--- src/rtl/run_event_logger_pkg.sv ---
// Shared types and defaults for the run event logger slice.
// Latency: n/a (types only).
// Backpressure: n/a.
//
// Contents: state_t (FSM encoding), run_rec_t (one logged run), width
// localparams that fix the record layout, and a saturating increment helper.
package run_log_pkg;

   // Record layout widths; the record struct is built from these.
   localparam int DATA_W      = 12;
   localparam int IDX_W       = 16;
   localparam int LEN_W       = 8;

   // Defaults for the per-instance knobs of the logger.
   localparam int DEF_DEPTH   = 4;
   localparam int DEF_MIN_RUN = 4;

   typedef enum logic [1:0] {
      IDLE   = 2'd0,
      SEEK   = 2'd1,
      IN_RUN = 2'd2
   } state_t;

   typedef struct packed {
      logic [IDX_W-1:0]  start;
      logic [LEN_W-1:0]  len;
      logic [DATA_W-1:0] peak;
   } run_rec_t;

   // Run length sticks at all-ones instead of wrapping.
   function automatic logic [LEN_W-1:0] sat_inc(input logic [LEN_W-1:0] v);
      return (v == '1) ? v : v + LEN_W'(1);
   endfunction

endpackage

--- src/rtl/run_event_logger_if.sv ---
// Sample-in / record-out bundle between the logger and its host.
// Latency: n/a (wires only).
// Backpressure: rec_vld/rec_rdy handshake on the record side; samples have none.
//
// master: the logger (consumes samples, produces records).
// slave : the host/readout stage.
interface run_event_logger_if;
   import run_log_pkg::*;

   logic              strtCapCmp;
   logic              smpl_vld;
   logic [DATA_W-1:0] sig;
   logic              gt;
   logic              rec_vld;
   logic              rec_rdy;
   logic [IDX_W-1:0]  rec_start;
   logic [LEN_W-1:0]  rec_len;
   logic [DATA_W-1:0] rec_peak;
   logic              ovfl;
   logic              in_run;

   modport master (
      input  strtCapCmp, smpl_vld, sig, gt, rec_rdy,
      output rec_vld, rec_start, rec_len, rec_peak, ovfl, in_run
   );

   modport slave (
      output strtCapCmp, smpl_vld, sig, gt, rec_rdy,
      input  rec_vld, rec_start, rec_len, rec_peak, ovfl, in_run
   );
endinterface

--- src/rtl/run_event_logger_fifo.sv ---
// Synchronous first-word-fall-through FIFO of run records with flush.
// Latency: a push is visible at the head the cycle after the push edge.
// Backpressure: push is dropped when full unless a pop happens in the same cycle.
//
// Ports: clk, rst_n (sync, active low), flush, push/wr_dat, pop,
//        rd_dat (zero while empty), full, empty.
module run_rec_fifo
   import run_log_pkg::*;
#(
   parameter int DEPTH = DEF_DEPTH
) (
   input  logic     clk,
   input  logic     rst_n,
   input  logic     flush,
   input  logic     push,
   input  run_rec_t wr_dat,
   input  logic     pop,
   output run_rec_t rd_dat,
   output logic     full,
   output logic     empty
);
   localparam int PW = $clog2(DEPTH);
   localparam int CW = PW + 1;

   run_rec_t        mem_q [DEPTH];
   run_rec_t        mem_d [DEPTH];
   logic [PW-1:0]   wr_ptr_q, wr_ptr_d;
   logic [PW-1:0]   rd_ptr_q, rd_ptr_d;
   logic [CW-1:0]   cnt_q, cnt_d;
   logic            do_push, do_pop;

   assign full  = (cnt_q == CW'(DEPTH));
   assign empty = (cnt_q == '0);

   // When full, a same-cycle pop frees the slot the push is about to use.
   assign do_pop  = pop & ~empty;
   assign do_push = push & (~full | do_pop);

   always_comb begin
      mem_d    = mem_q;
      wr_ptr_d = wr_ptr_q;
      rd_ptr_d = rd_ptr_q;
      cnt_d    = cnt_q;
      if (flush) begin
         wr_ptr_d = '0;
         rd_ptr_d = '0;
         cnt_d    = '0;
      end else begin
         if (do_push) begin
            mem_d[wr_ptr_q] = wr_dat;
            wr_ptr_d        = wr_ptr_q + PW'(1);
         end
         if (do_pop) begin
            rd_ptr_d = rd_ptr_q + PW'(1);
         end
         case ({do_push, do_pop})
            2'b10:   cnt_d = cnt_q + CW'(1);
            2'b01:   cnt_d = cnt_q - CW'(1);
            default: cnt_d = cnt_q;
         endcase
      end
   end

   always_ff @(posedge clk) begin
      if (!rst_n) begin
         wr_ptr_q <= '0;
         rd_ptr_q <= '0;
         cnt_q    <= '0;
      end else begin
         wr_ptr_q <= wr_ptr_d;
         rd_ptr_q <= rd_ptr_d;
         cnt_q    <= cnt_d;
      end
   end

   // Storage needs no reset: the head is masked to zero while empty.
   always_ff @(posedge clk) begin
      mem_q <= mem_d;
   end

   assign rd_dat = empty ? '0 : mem_q[rd_ptr_q];

endmodule

--- src/rtl/run_event_logger.sv ---
// Measures runs of consecutive above-threshold samples and queues long ones.
// Latency: record at the FIFO head the cycle after the terminating sample's edge.
// Backpressure: rec_vld/rec_rdy; records arriving at a full FIFO are dropped, ovfl set.
//
// Ports: clk, rst_n (sync, active low), bus (master modport): strtCapCmp,
//        smpl_vld, sig, gt, rec_rdy in; rec_vld, rec_start, rec_len, rec_peak,
//        ovfl, in_run out.
module run_event_logger
   import run_log_pkg::*;
#(
   parameter int DEPTH   = DEF_DEPTH,
   parameter int MIN_RUN = DEF_MIN_RUN
) (
   input  logic                clk,
   input  logic                rst_n,
   run_event_logger_if.master  bus
);
   state_t            state_q, state_d;
   logic [IDX_W-1:0]  idx_q, idx_d;
   logic [IDX_W-1:0]  run_start_q, run_start_d;
   logic [LEN_W-1:0]  run_len_q, run_len_d;
   logic [DATA_W-1:0] run_peak_q, run_peak_d;
   logic              ovfl_q, ovfl_d;
   logic              in_run_q, in_run_d;

   logic              push, pop, flush, full, empty;
   run_rec_t          wr_rec, head;

   assign pop    = ~empty & bus.rec_rdy;
   assign wr_rec = '{start: run_start_q, len: run_len_q, peak: run_peak_q};

   always_comb begin
      state_d     = state_q;
      idx_d       = idx_q;
      run_start_d = run_start_q;
      run_len_d   = run_len_q;
      run_peak_d  = run_peak_q;
      ovfl_d      = ovfl_q;
      push        = 1'b0;
      flush       = 1'b0;

      if (bus.strtCapCmp) begin
         // The sample in this cycle is the threshold-capture sample: ignored.
         state_d = SEEK;
         idx_d   = '0;
         ovfl_d  = 1'b0;
         flush   = 1'b1;
      end else if (bus.smpl_vld) begin
         case (state_q)
            SEEK: begin
               idx_d = idx_q + IDX_W'(1);
               if (bus.gt) begin
                  state_d     = IN_RUN;
                  run_start_d = idx_q;
                  run_len_d   = LEN_W'(1);
                  run_peak_d  = bus.sig;
               end
            end
            IN_RUN: begin
               idx_d = idx_q + IDX_W'(1);
               if (bus.gt) begin
                  run_len_d = sat_inc(run_len_q);
                  if (bus.sig > run_peak_q) run_peak_d = bus.sig;
               end else begin
                  push    = (run_len_q >= LEN_W'(MIN_RUN));
                  state_d = SEEK;
               end
            end
            default: ;
         endcase
      end

      if (push && full && !pop) ovfl_d = 1'b1;

      in_run_d = (state_d == IN_RUN);
   end

   always_ff @(posedge clk) begin
      if (!rst_n) begin
         state_q     <= IDLE;
         idx_q       <= '0;
         run_start_q <= '0;
         run_len_q   <= '0;
         run_peak_q  <= '0;
         ovfl_q      <= 1'b0;
         in_run_q    <= 1'b0;
      end else begin
         state_q     <= state_d;
         idx_q       <= idx_d;
         run_start_q <= run_start_d;
         run_len_q   <= run_len_d;
         run_peak_q  <= run_peak_d;
         ovfl_q      <= ovfl_d;
         in_run_q    <= in_run_d;
      end
   end

   run_rec_fifo #(.DEPTH(DEPTH)) u_fifo (
      .clk    (clk),
      .rst_n  (rst_n),
      .flush  (flush),
      .push   (push),
      .wr_dat (wr_rec),
      .pop    (pop),
      .rd_dat (head),
      .full   (full),
      .empty  (empty)
   );

   assign bus.rec_vld   = ~empty;
   assign bus.rec_start = head.start;
   assign bus.rec_len   = head.len;
   assign bus.rec_peak  = head.peak;
   assign bus.ovfl      = ovfl_q;
   assign bus.in_run    = in_run_q;

endmodule

--- src/flat_wrapper.sv ---
// flat-port wrapper written by rule: the top's interface ports become plain ports
module run_event_logger_flat import run_log_pkg::*;
#(
   parameter int DEPTH   = DEF_DEPTH,
   parameter int MIN_RUN = DEF_MIN_RUN
)
  (clk, rst_n, bus_strtCapCmp, bus_smpl_vld, bus_sig, bus_gt, bus_rec_rdy, bus_rec_vld, bus_rec_start, bus_rec_len, bus_rec_peak, bus_ovfl, bus_in_run);
  run_event_logger_if bus_i ();
  input  logic clk;
  input  logic rst_n;
  input wire logic [$bits(bus_i.strtCapCmp)-1:0] bus_strtCapCmp;
  input wire logic [$bits(bus_i.smpl_vld)-1:0] bus_smpl_vld;
  input wire logic [$bits(bus_i.sig)-1:0] bus_sig;
  input wire logic [$bits(bus_i.gt)-1:0] bus_gt;
  input wire logic [$bits(bus_i.rec_rdy)-1:0] bus_rec_rdy;
  output wire logic [$bits(bus_i.rec_vld)-1:0] bus_rec_vld;
  output wire logic [$bits(bus_i.rec_start)-1:0] bus_rec_start;
  output wire logic [$bits(bus_i.rec_len)-1:0] bus_rec_len;
  output wire logic [$bits(bus_i.rec_peak)-1:0] bus_rec_peak;
  output wire logic [$bits(bus_i.ovfl)-1:0] bus_ovfl;
  output wire logic [$bits(bus_i.in_run)-1:0] bus_in_run;
  assign bus_i.strtCapCmp = bus_strtCapCmp;
  assign bus_i.smpl_vld = bus_smpl_vld;
  assign bus_i.sig = bus_sig;
  assign bus_i.gt = bus_gt;
  assign bus_i.rec_rdy = bus_rec_rdy;
  assign bus_rec_vld = bus_i.rec_vld;
  assign bus_rec_start = bus_i.rec_start;
  assign bus_rec_len = bus_i.rec_len;
  assign bus_rec_peak = bus_i.rec_peak;
  assign bus_ovfl = bus_i.ovfl;
  assign bus_in_run = bus_i.in_run;
  run_event_logger #(.DEPTH(DEPTH), .MIN_RUN(MIN_RUN)) u_core (.clk(clk), .rst_n(rst_n), .bus(bus_i));
endmodule
--- config.mk ---
export PLATFORM = sky130hd
export DESIGN_NAME = run_event_logger_flat
export DESIGN_NICKNAME = d
export VERILOG_FILES = /design/src/rtl/run_event_logger_pkg.sv /design/src/rtl/run_event_logger_if.sv /design/src/rtl/run_event_logger_fifo.sv /design/src/rtl/run_event_logger.sv /design/src/flat_wrapper.sv
export SDC_FILE = /design/constraint.sdc
export NUM_CORES = 1
export LEC_CHECK = 0
export CORE_MARGIN = 5
export CORE_UTILIZATION = 45
export CTS_BUF_LIST = sky130_fd_sc_hd__clkbuf_8
export CTS_CLUSTER_DIAMETER = 120
export DETAILED_ROUTE_END_ITERATION = 16
export HOLD_SLACK_MARGIN = 0.02
export PLACE_DENSITY_LB_ADDON = 0.15
export SYNTH_ARGS = -nofsm -noshare
export SYNTH_HDL_FRONTEND = slang
export SYNTH_HIERARCHICAL = 1
export SYNTH_SLANG_ARGS = --single-unit
export TNS_END_PERCENT = 20
--- constraint.sdc ---
create_clock -name clk -period 4.5 [get_ports clk]
set_clock_uncertainty 0.05 [all_clocks]
set_input_delay 0.9 -clock clk [delete_from_list [all_inputs] [get_ports clk]]
set_output_delay 0.9 -clock clk [all_outputs]
set_load 0.005 [all_outputs]
==> run summary, run 1 <==
The flow ran to the end, and the final reports show no timing, DRC or antenna violations. The tool flagged a number of max-cap violations equal to 0. Setup repair after global routing left no endpoint under its margin. Input and output buffers added on the ports amount to 56. The startpoint identified for the worst register-to-register timing path is u_core/u_fifo/cnt_q[2]$_SDFFE_PP0P_. The worst hold path belongs to the class register to register. Of the available clock period, the critical path in the final layout requires 80.07%. The tightest hold path in the finished design has a slack of 0.4387 ns. In this run the cell area of the synthesized design comes to 8712 um^2. The via count of the first global-routing pass was 5417; the first-pass iteration count of the detailed router was 4. CTS placed an instance of clkbuf_8 at the clock tree root. For the number of library cell types mapped by synthesis, the log shows 48. The critical path capture point is bus_rec_start[1].

The logs give 0 for the total count of hold-check failures in the final report and 28970 um for the wire length of the first global-routing pass. The tools report the worst setup path startpoint as u_core/u_fifo/rd_ptr_q[1]$_SDFFE_PP0P_. Of all nets on the critical path, the largest fanout is 24.

Summed over all nets, the half-perimeter wirelength after detailed placement is 11020 um. The maximum number of pins on one net before global-route repair is 47, and the number of standard-cell rows in the floorplan is 50. The logs give 2.65 ns for the worst path arrival time and 1.62 ns for the worst setup slack for register-to-register paths. The logs give 46.11% for the starting utilization of the core area and 222 for the starting DRC count in detailed routing. In the routed design, unresolved DRC markers number 0. Horizontal extent of the die: 149.1 um. STA classifies the critical path startpoint as a register.

The count of H-tree levels built during CTS was 2; the die outline area was 22240 um^2. The total area inside the core boundary comes to 18890 um^2. The post-route netlist has 14.42% of its cells at a drive strength greater than 1. 0 antenna diodes ended up in the layout. Library cell occupying the most area in the post-synthesis netlist: edfxtp_1. The required time of the worst setup path is 3.55 ns, and the power density of the placed cells is 352.2 nW/um^2.

The cell leakage power was 0.003491 uW; the slew at the pin closest to its max-slew limit was 0.7364 ns. The standard cell area after detailed placement was 9598 um^2; the number of antenna violations at the first check in global routing was 0. Worst vdd rail ir drop: 0.2371 mV. The number of synthesis warnings was 6; the relative slew slack was 50.89%.

Global routing finished with a remaining overflow of 0. The clock transition time at the flip-flop clock pins of the worst setup and hold paths was 0.05 ns; the clock period minus worst slack was 3.603 ns. The total setup buffers inserted after CTS was 0. The logs give 0 for the count of hold buffers inserted by post-cts repair and 16.56% for the global-route usage over all layers. In the post-synthesis netlist, the biggest area contributors are edfxtp_1 (50%), dfxtp_1 (14%), mux4_2 (9.3%). The worst setup path is captured at an output pin. Detailed-route via count: 5158. TritonCTS built the clock tree. In this run the vertical extent of the chip is 149.1 um. Top-level port count: 57. Of the synthesized area, sequential elements account for 64.11%.

Gates resized during post-CTS repair numbered 0. For this run, the top clock speed supported by timing is 277.5 MHz. Area share of the leading cell type in the synthesized netlist: 49.63%. A synthesized cell averages 14.10 um^2.

In this run the critical register-to-register path is captured at u_core/u_fifo/cnt_q[2]$_SDFFE_PP0P_. The critical setup path kind was register to output pin. The finished cells cover 10230 um^2. Once detail routing completed, the nets flagged for antenna violations numbered 0.

The count of cells in the finished layout, fillers not included, comes to 981. Routability-driven placement finished with a final weighted congestion of 0.8277. The synthesized design contains 207 register bits.

The total number of nets in the final design is 737, and the total CTS buffers is 36. The per-cell via count in the routed design is 5.258, and the maximum clock path buffer count is 3. The logs give 918 for the cell count after placement and 659 for the total nets after synthesis. For the worst-skew pair, the clock arrives at the later sink with an insertion delay of 0.51 ns. The worst register-to-register path has a depth of 10. The layout overhead on the synthesized area was 17.48%; the number of failing setup endpoints in the final timing report was 0. The post-detailed-route wirelength per cell is 17.82 um, and the number of clock sinks is 207. The logs give 0 for the number of max-slew violations in the final report and 17480 um for the routed wire length. Counting every instance in the synthesized netlist gives 618.
-- Yosys cell counts, drive strengths merged --
library cell	instances
a22o	1
a221o	2
and2	4
a21o	2
edfxtp	144
or3	18
o211a	1
buf	11
nor3b	4
nand2b	4
nand4	7
a211oi	2
a21oi	16
clkbuf	19
and3b	1
xnor2	7
mux2i	1
nor2	29
and3	5
a22oi	1
fa	1
or4b	1
nand4bb	1
nor4	1
ha	22
xor2	14
nor3	7
a21boi	16
o21a	2
o31ai	1
and4	2
inv	29
mux4	36
a41oi	1
nor2b	43
nand2	53
o2111ai	12
nand3	11
nor4b	1
o21ai	9
o211ai	12
dfxtp	63
and4b	1
-- power by group --
group          internal, uW  switching, uW
clock                   797            713
sequential             2020           5.00
combinational          31.9           39.5
-- state kept, by name, summed over array words and instances, names as in the netlist, 2 cells and up --
| register | flops |
|---|---|
| u_core/u_fifo/mem_q | 144 |
| u_core/idx_q | 16 |
| u_core/run_start_q | 16 |
| u_core/run_peak_q | 12 |
| u_core/run_len_q | 8 |
| u_core/u_fifo/cnt_q | 3 |
| u_core/state_q | 2 |
| u_core/u_fifo/rd_ptr_q | 2 |
| u_core/u_fifo/wr_ptr_q | 2 |
-- cells by family after synthesis --
logic type	count (synthesis)	share of synthesized area [%]
compound gates	78	6.290
xor+xnor	21	2.111
fa+ha+maj	23	3.389
buf+inv	59	3.059
flops	207	64.11
mux	37	9.421
simple gates	193	11.62
-- stage by stage --
stage	total power, uW	setup slack, ns	util, %	setup TNS, ns
finish	3605	0.8970	54.17	0
global route	3760	0.7583	54.17	0
CTS	3650	0.8222	54.17	0
detailed placement	2134	0.7975	50.80	0
global placement	2132	0.9368	50.80	0
floorplan	2101	-0.2584	-	-37.21
-- area by class of cell --
| cell class | instances | area, um^2 |
|---|---|---|
| clock buffers | 39 | 536.8 |
| clock inverters | 24 | 100.1 |
| fillers | 1604 | 8658 |
| inverters | 29 | 108.9 |
| multi-input cells | 352 | 2898 |
| flip-flops and latches | 207 | 5588 |
| well taps | 260 | 325.3 |
| repair buffers | 70 | 678.2 |
-- layer usage --
metal	vias up	track usage [%]	part of all wire, %
met2	101	26.48	48
met3	29	3.099	3.9
met1	2563	22.92	46
met4	0	5.675	1.9
met5	-	0	0
li1	2465	-	-
-- how the worst min path moves through the flow --
stage	startpoint	to	slack, ns	depth (start not counted)
2_1_floorplan	u_core/idx_q[15]$_SDFFE_PP0P_	u_core/run_start_q[15]$_SDFFE_PN0P_	0.40	2
3_3_place_gp	u_core/run_start_q[1]$_SDFFE_PN0P_	u_core/u_fifo/mem_q[57]$_DFFE_PP_	0.43	0
3_5_place_dp	u_core/idx_q[8]$_SDFFE_PP0P_	u_core/run_start_q[8]$_SDFFE_PN0P_	0.44	2
4_1_cts	u_core/idx_q[8]$_SDFFE_PP0P_	u_core/run_start_q[8]$_SDFFE_PN0P_	0.44	2
5_1_grt	u_core/run_start_q[6]$_SDFFE_PN0P_	u_core/u_fifo/mem_q[62]$_DFFE_PP_	0.47	0
6_report	u_core/idx_q[8]$_SDFFE_PP0P_	u_core/run_start_q[8]$_SDFFE_PN0P_	0.44	2
-- cells in the final DEF (no fill, tap or decap), types with 5 or more instances in the layout --
cell               n
nand3_1           11
nand2_1           53
a21oi_1           16
xor2_1            14
dfxtp_1           61
clkdlybuf4s50_1   56
nand4_1            7
or3_1             18
buf_4             13
clkinv_1          10
clkbuf_8          39
inv_1             38
mux4_2            36
a21boi_0          16
o2111ai_1         12
nor2b_1           43
nor3_1             5
xnor2_1            7
edfxtp_1         144
ha_1              22
o211ai_1          12
o21ai_0            7
nor2_1            29
-- critical path, stage by stage (launching register included) --
cell,delay (ns)
dfxtp_2,0.79
buf_4,0.38
mux4_2,0.36
nor2b_1,0.15
clkdlybuf4s50_1,0.46
Power figures use the tool's default switching activity.
==> run 2: changes to the inputs <==
clock period = 3.6 ns   (was 4.5 ns; I/O delays follow)
==> run 2 against run 1 <==
Net effect:
- first-iteration DRC count grew 49%
- core utilization grew 0.75 points
- die area is the same
- cell count grew 0.61%
- wire length grew 0.11%
- clock power grew 35%
- global-route usage shrank 0.23 points
- critical endpoint is now bus_rec_peak[0]
- largest power group unchanged
==> run summary, run 2 (synthesized netlist as in run 1, its figures left out) <==
The number of clock sinks is 207 (unchanged), and the part of the power in registers is 54.2% (-1.9 points). The cell count of the worst hold path was 2 (unchanged). The flow ran to the end, and the final reports show no timing, DRC or antenna violations. The tools report the setup TNS as 0 ns (unchanged). For the maximum clock path buffer count, the log shows 3 (unchanged). The worst path uses 90.70% of the clock period.

For the max-cap check violation count, the log shows 0 (unchanged). The critical path endpoint category is an output pin. The worst register-to-register path begins at u_core/u_fifo/cnt_q[2]$_SDFFE_PP0P_.

The count of buffering cells on the critical path with inverters included is 2 (unchanged). The worst hold path terminates at u_core/run_start_q[8]$_SDFFE_PN0P_. The cell leakage power is 0.003585 uW (+2.7%), and the clock network power share is 43.8% (+1.9 points).

The part of the total power dissipated in combinational logic was 2.0% (about the same); the total count of hold-check failures in the final report was 0 (unchanged). The tools report the maximum achievable frequency as 306.3 MHz. The startpoint type of the worst setup path was a register. Grouping stages by cell kind, the critical path spends the most delay in buffers and inverters. The run gives 5459 (+0.78%) as the via count of the first global-routing pass.

The horizontal extent of the die was 149.1 um (unchanged); the slew at the pin closest to its max-slew limit was 0.7654 ns (+0.02902 ns). The origin of the worst min-delay path was u_core/idx_q[8]$_SDFFE_PP0P_. The number of failing setup endpoints in the final timing report is 0 (unchanged). The per-cell via count in the routed design was 5.247 (-0.20%). In this run the worst hold path is classified as register to register. Number of antenna repair diodes: 0 (unchanged).

TritonCTS built the clock tree. Count of input and output buffers: 56 (unchanged). Critical-path maximum fanout: 15 (-38%). The critical path goes through buf_12, mux4_2, nor2b_1, clkdlybuf4s50_1.

The logs give 736 um (+7.1%) for the routed length on met3 and 40 (-15%) for the maximum number of pins on one net before global-route repair. The post-placement setup slack is 0.2372 ns (-0.5603 ns). The worst setup slack for register-to-register paths was 0.90 ns (-0.72 ns).

In this run the critical register-to-register path is captured at u_core/u_fifo/cnt_q[2]$_SDFFE_PP0P_. Starting DRC count in detailed routing: 330 (+49%). The run gives 50 (unchanged) as the number of standard-cell rows in the floorplan. The amount of wire on met2 after detailed routing was 8555 um (+1.5%). The tree is rooted in a clkbuf_8.

The DRC violation count after routing was 0 (unchanged). The top-level port count is 57 (unchanged). The worst vdd rail ir drop was 0.4445 mV (+87%); the worst path arrival time was 2.50 ns (-0.15 ns). The run gives 3730 uW (+31%) as the internal portion of total power. For the clock insertion delay at the later pin of the skew report, the log shows 0.50 ns (about the same).

The switching power summed over all nets is 933.4 uW (+23%), and the share of total power consumed by net switching is 20.02% (-1.0 points). The run gives 743 (+0.81%) as the total number of nets in the final design. The number of flip-flops under the largest register name is 144 (unchanged). The post-route antenna net violation count was 0 (unchanged); the global-route usage over all layers was 16.33% (-0.23 points). The relative slew slack is 48.96% (-1.9 points), and the power density of the placed cells is 449.4 nW/um^2 (+28%).

The number of antenna violations at the first check in global routing is 0 (unchanged). The tools report the first-pass iteration count of the detailed router as 5 (+1). The routability congestion estimate from global placement is 0.8789 (+6.2%).

The post-layout worst setup margin came out at 0.3349 ns (-0.5621 ns). Count of H-tree levels built during CTS: 2 (unchanged). Total CTS buffers: 35 (-2.8%). u_core/u_fifo/mem_q holds more flip-flops than any other register. The wire length of the first global-routing pass was 28700 um (-0.95%). The count of hold buffers inserted by post-cts repair was 0 (unchanged). The top cell types in the final layout, fill and taps aside, are edfxtp_1 (144), dfxtp_1 (61), clkdlybuf4s50_1 (56).

The detailed-route via count is 5179 (+0.41%), and the core box area is 18890 um^2 (unchanged). For the starting utilization of the core area, the log shows 46.11% (unchanged). For the number of max-slew violations in the final report, the log shows 0 (unchanged). The required time of the worst setup path came out at 2.83 ns (-0.72 ns).

Most common cell after layout, fill and taps aside: edfxtp_1. For the die outline area, the log shows 22240 um^2 (unchanged). Critical setup path kind: register to output pin. The clock period minus worst slack came out at 3.265 ns. For the total setup buffers inserted after CTS, the log shows 0 (unchanged). The overflow left after global routing is 0 (unchanged).

The height of the chip is 149.1 um (unchanged). The post-detailed-route wirelength per cell is 17.73 um (-0.50%), and the cell count of the worst reg-to-reg path is 10 (unchanged). The delay of the slowest critical-path stage was 0.58 ns (-0.21 ns). The highest routing layer actually used is met4. The share of cells above drive strength 1 is 15.27% (+0.84 points).

The clock transition time at the flip-flop clock pins of the worst setup and hold paths is 0.06 ns (about the same), and the routed wire length is 17500 um (+0.11%). Setup repair after global routing left no endpoint under its margin. The half-perimeter wire length after placement was 11160 um (+1.2%). The wire length on met1 is 7945 um (-1.1%). The largest registers in the layout are u_core/u_fifo/mem_q (144), u_core/idx_q (16), u_core/run_start_q (16). The standard cell with the maximum stage delay on the critical path was dfxtp_2. The area growth from synthesis to layout is 19.12%.
[run 2: cell count changes in the layout (fill, tap and decap cells not counted)]
| cell | delta |
|---|---|
| buf_12 | +3 |
| buf_4 | +4 |
| bufinv_16 | +3 |
| clkbuf_8 | -2 |
| clkinv_1 | -9 |
| dfxtp_2 | -1 |
| dfxtp_4 | +1 |
| inv_1 | +8 |
| inv_6 | -1 |
[run 2: worst register-to-register path, cell delays in order, from the launching register on]
cell and delay, ns:
dfxtp_1 0.36, nor3_2 0.22, nor2b_1 0.11, or4b_1 0.53
nand2_1 0.13, ha_1 0.19, inv_1 0.06, fa_1 0.37
xor2_1 0.16, or3_1 0.30, a21oi_1 0.15
[run 2: area by class of cell]
class / count / area [um^2]
fill: 1584 / 8516
sequential: 207 / 5590
multi-input combinational: 352 / 2898
timing repair buffer: 77 / 768.2
clock buffer: 37 / 509.2
tap: 260 / 325.3
clock inverter: 25 / 177.7
inverter: 29 / 108.9
[run 2: worst max path at each step]
| stage | startpoint | end | depth (start not counted) |
|---|---|---|---|
| floorplan | bus_gt | u_core/u_fifo/mem_q[0]$_DFFE_PP_ | 4 |
| global placement | bus_sig[3] | u_core/run_peak_q[7]$_SDFFE_PN0P_ | 7 |
| detailed placement | bus_sig[2] | u_core/run_peak_q[7]$_SDFFE_PN0P_ | 7 |
| CTS | u_core/u_fifo/rd_ptr_q[1]$_SDFFE_PP0P_ | bus_rec_peak[6] | 4 |
| global route | u_core/u_fifo/rd_ptr_q[0]$_SDFFE_PP0P_ | bus_rec_peak[11] | 4 |
| finish | u_core/u_fifo/rd_ptr_q[0]$_SDFFE_PP0P_ | bus_rec_peak[0] | 4 |
[run 2: through the flow]
step           area (um^2)  total power, uW  hold WS [ns]  utilization (%)  std cells
6_report             10380             4663        0.4452            54.93        987
5_1_grt              10380             4863        0.4624            54.93        987
4_1_cts              10380             4729        0.4474            54.91        987
3_5_place_dp          9688             2673        0.4370            51.28        925
3_3_place_gp          9688             2669        0.4208            51.28        925
2_1_floorplan         8712             2626        0.4036                -        618
[run 2: per-layer routing]
metal	up-vias	global-route usage, %
met4	0	5.080
met3	24	3.707
met1	2581	21.69
met2	99	26.91
met5	-	0
li1	2475	-
[run 2: what timing repair did]
action,in CTS,in global routing
hold endpoints to repair,0,0
resized for setup,0,1
endpoints found under the setup margin,0,2
[run 2: power groups by stage]
| stage | combinational (uW) | sequential, uW | clock [uW] |
|---|---|---|---|
| after global routing | 105 | 2530 | 2230 |
| after detailed placement | 94.9 | 2580 | 0 |
| after floorplan | 50.4 | 2580 | 0 |
| after global placement | 92.0 | 2580 | 0 |
| final | 95.0 | 2530 | 2040 |
| after CTS | 95.4 | 2530 | 2110 |
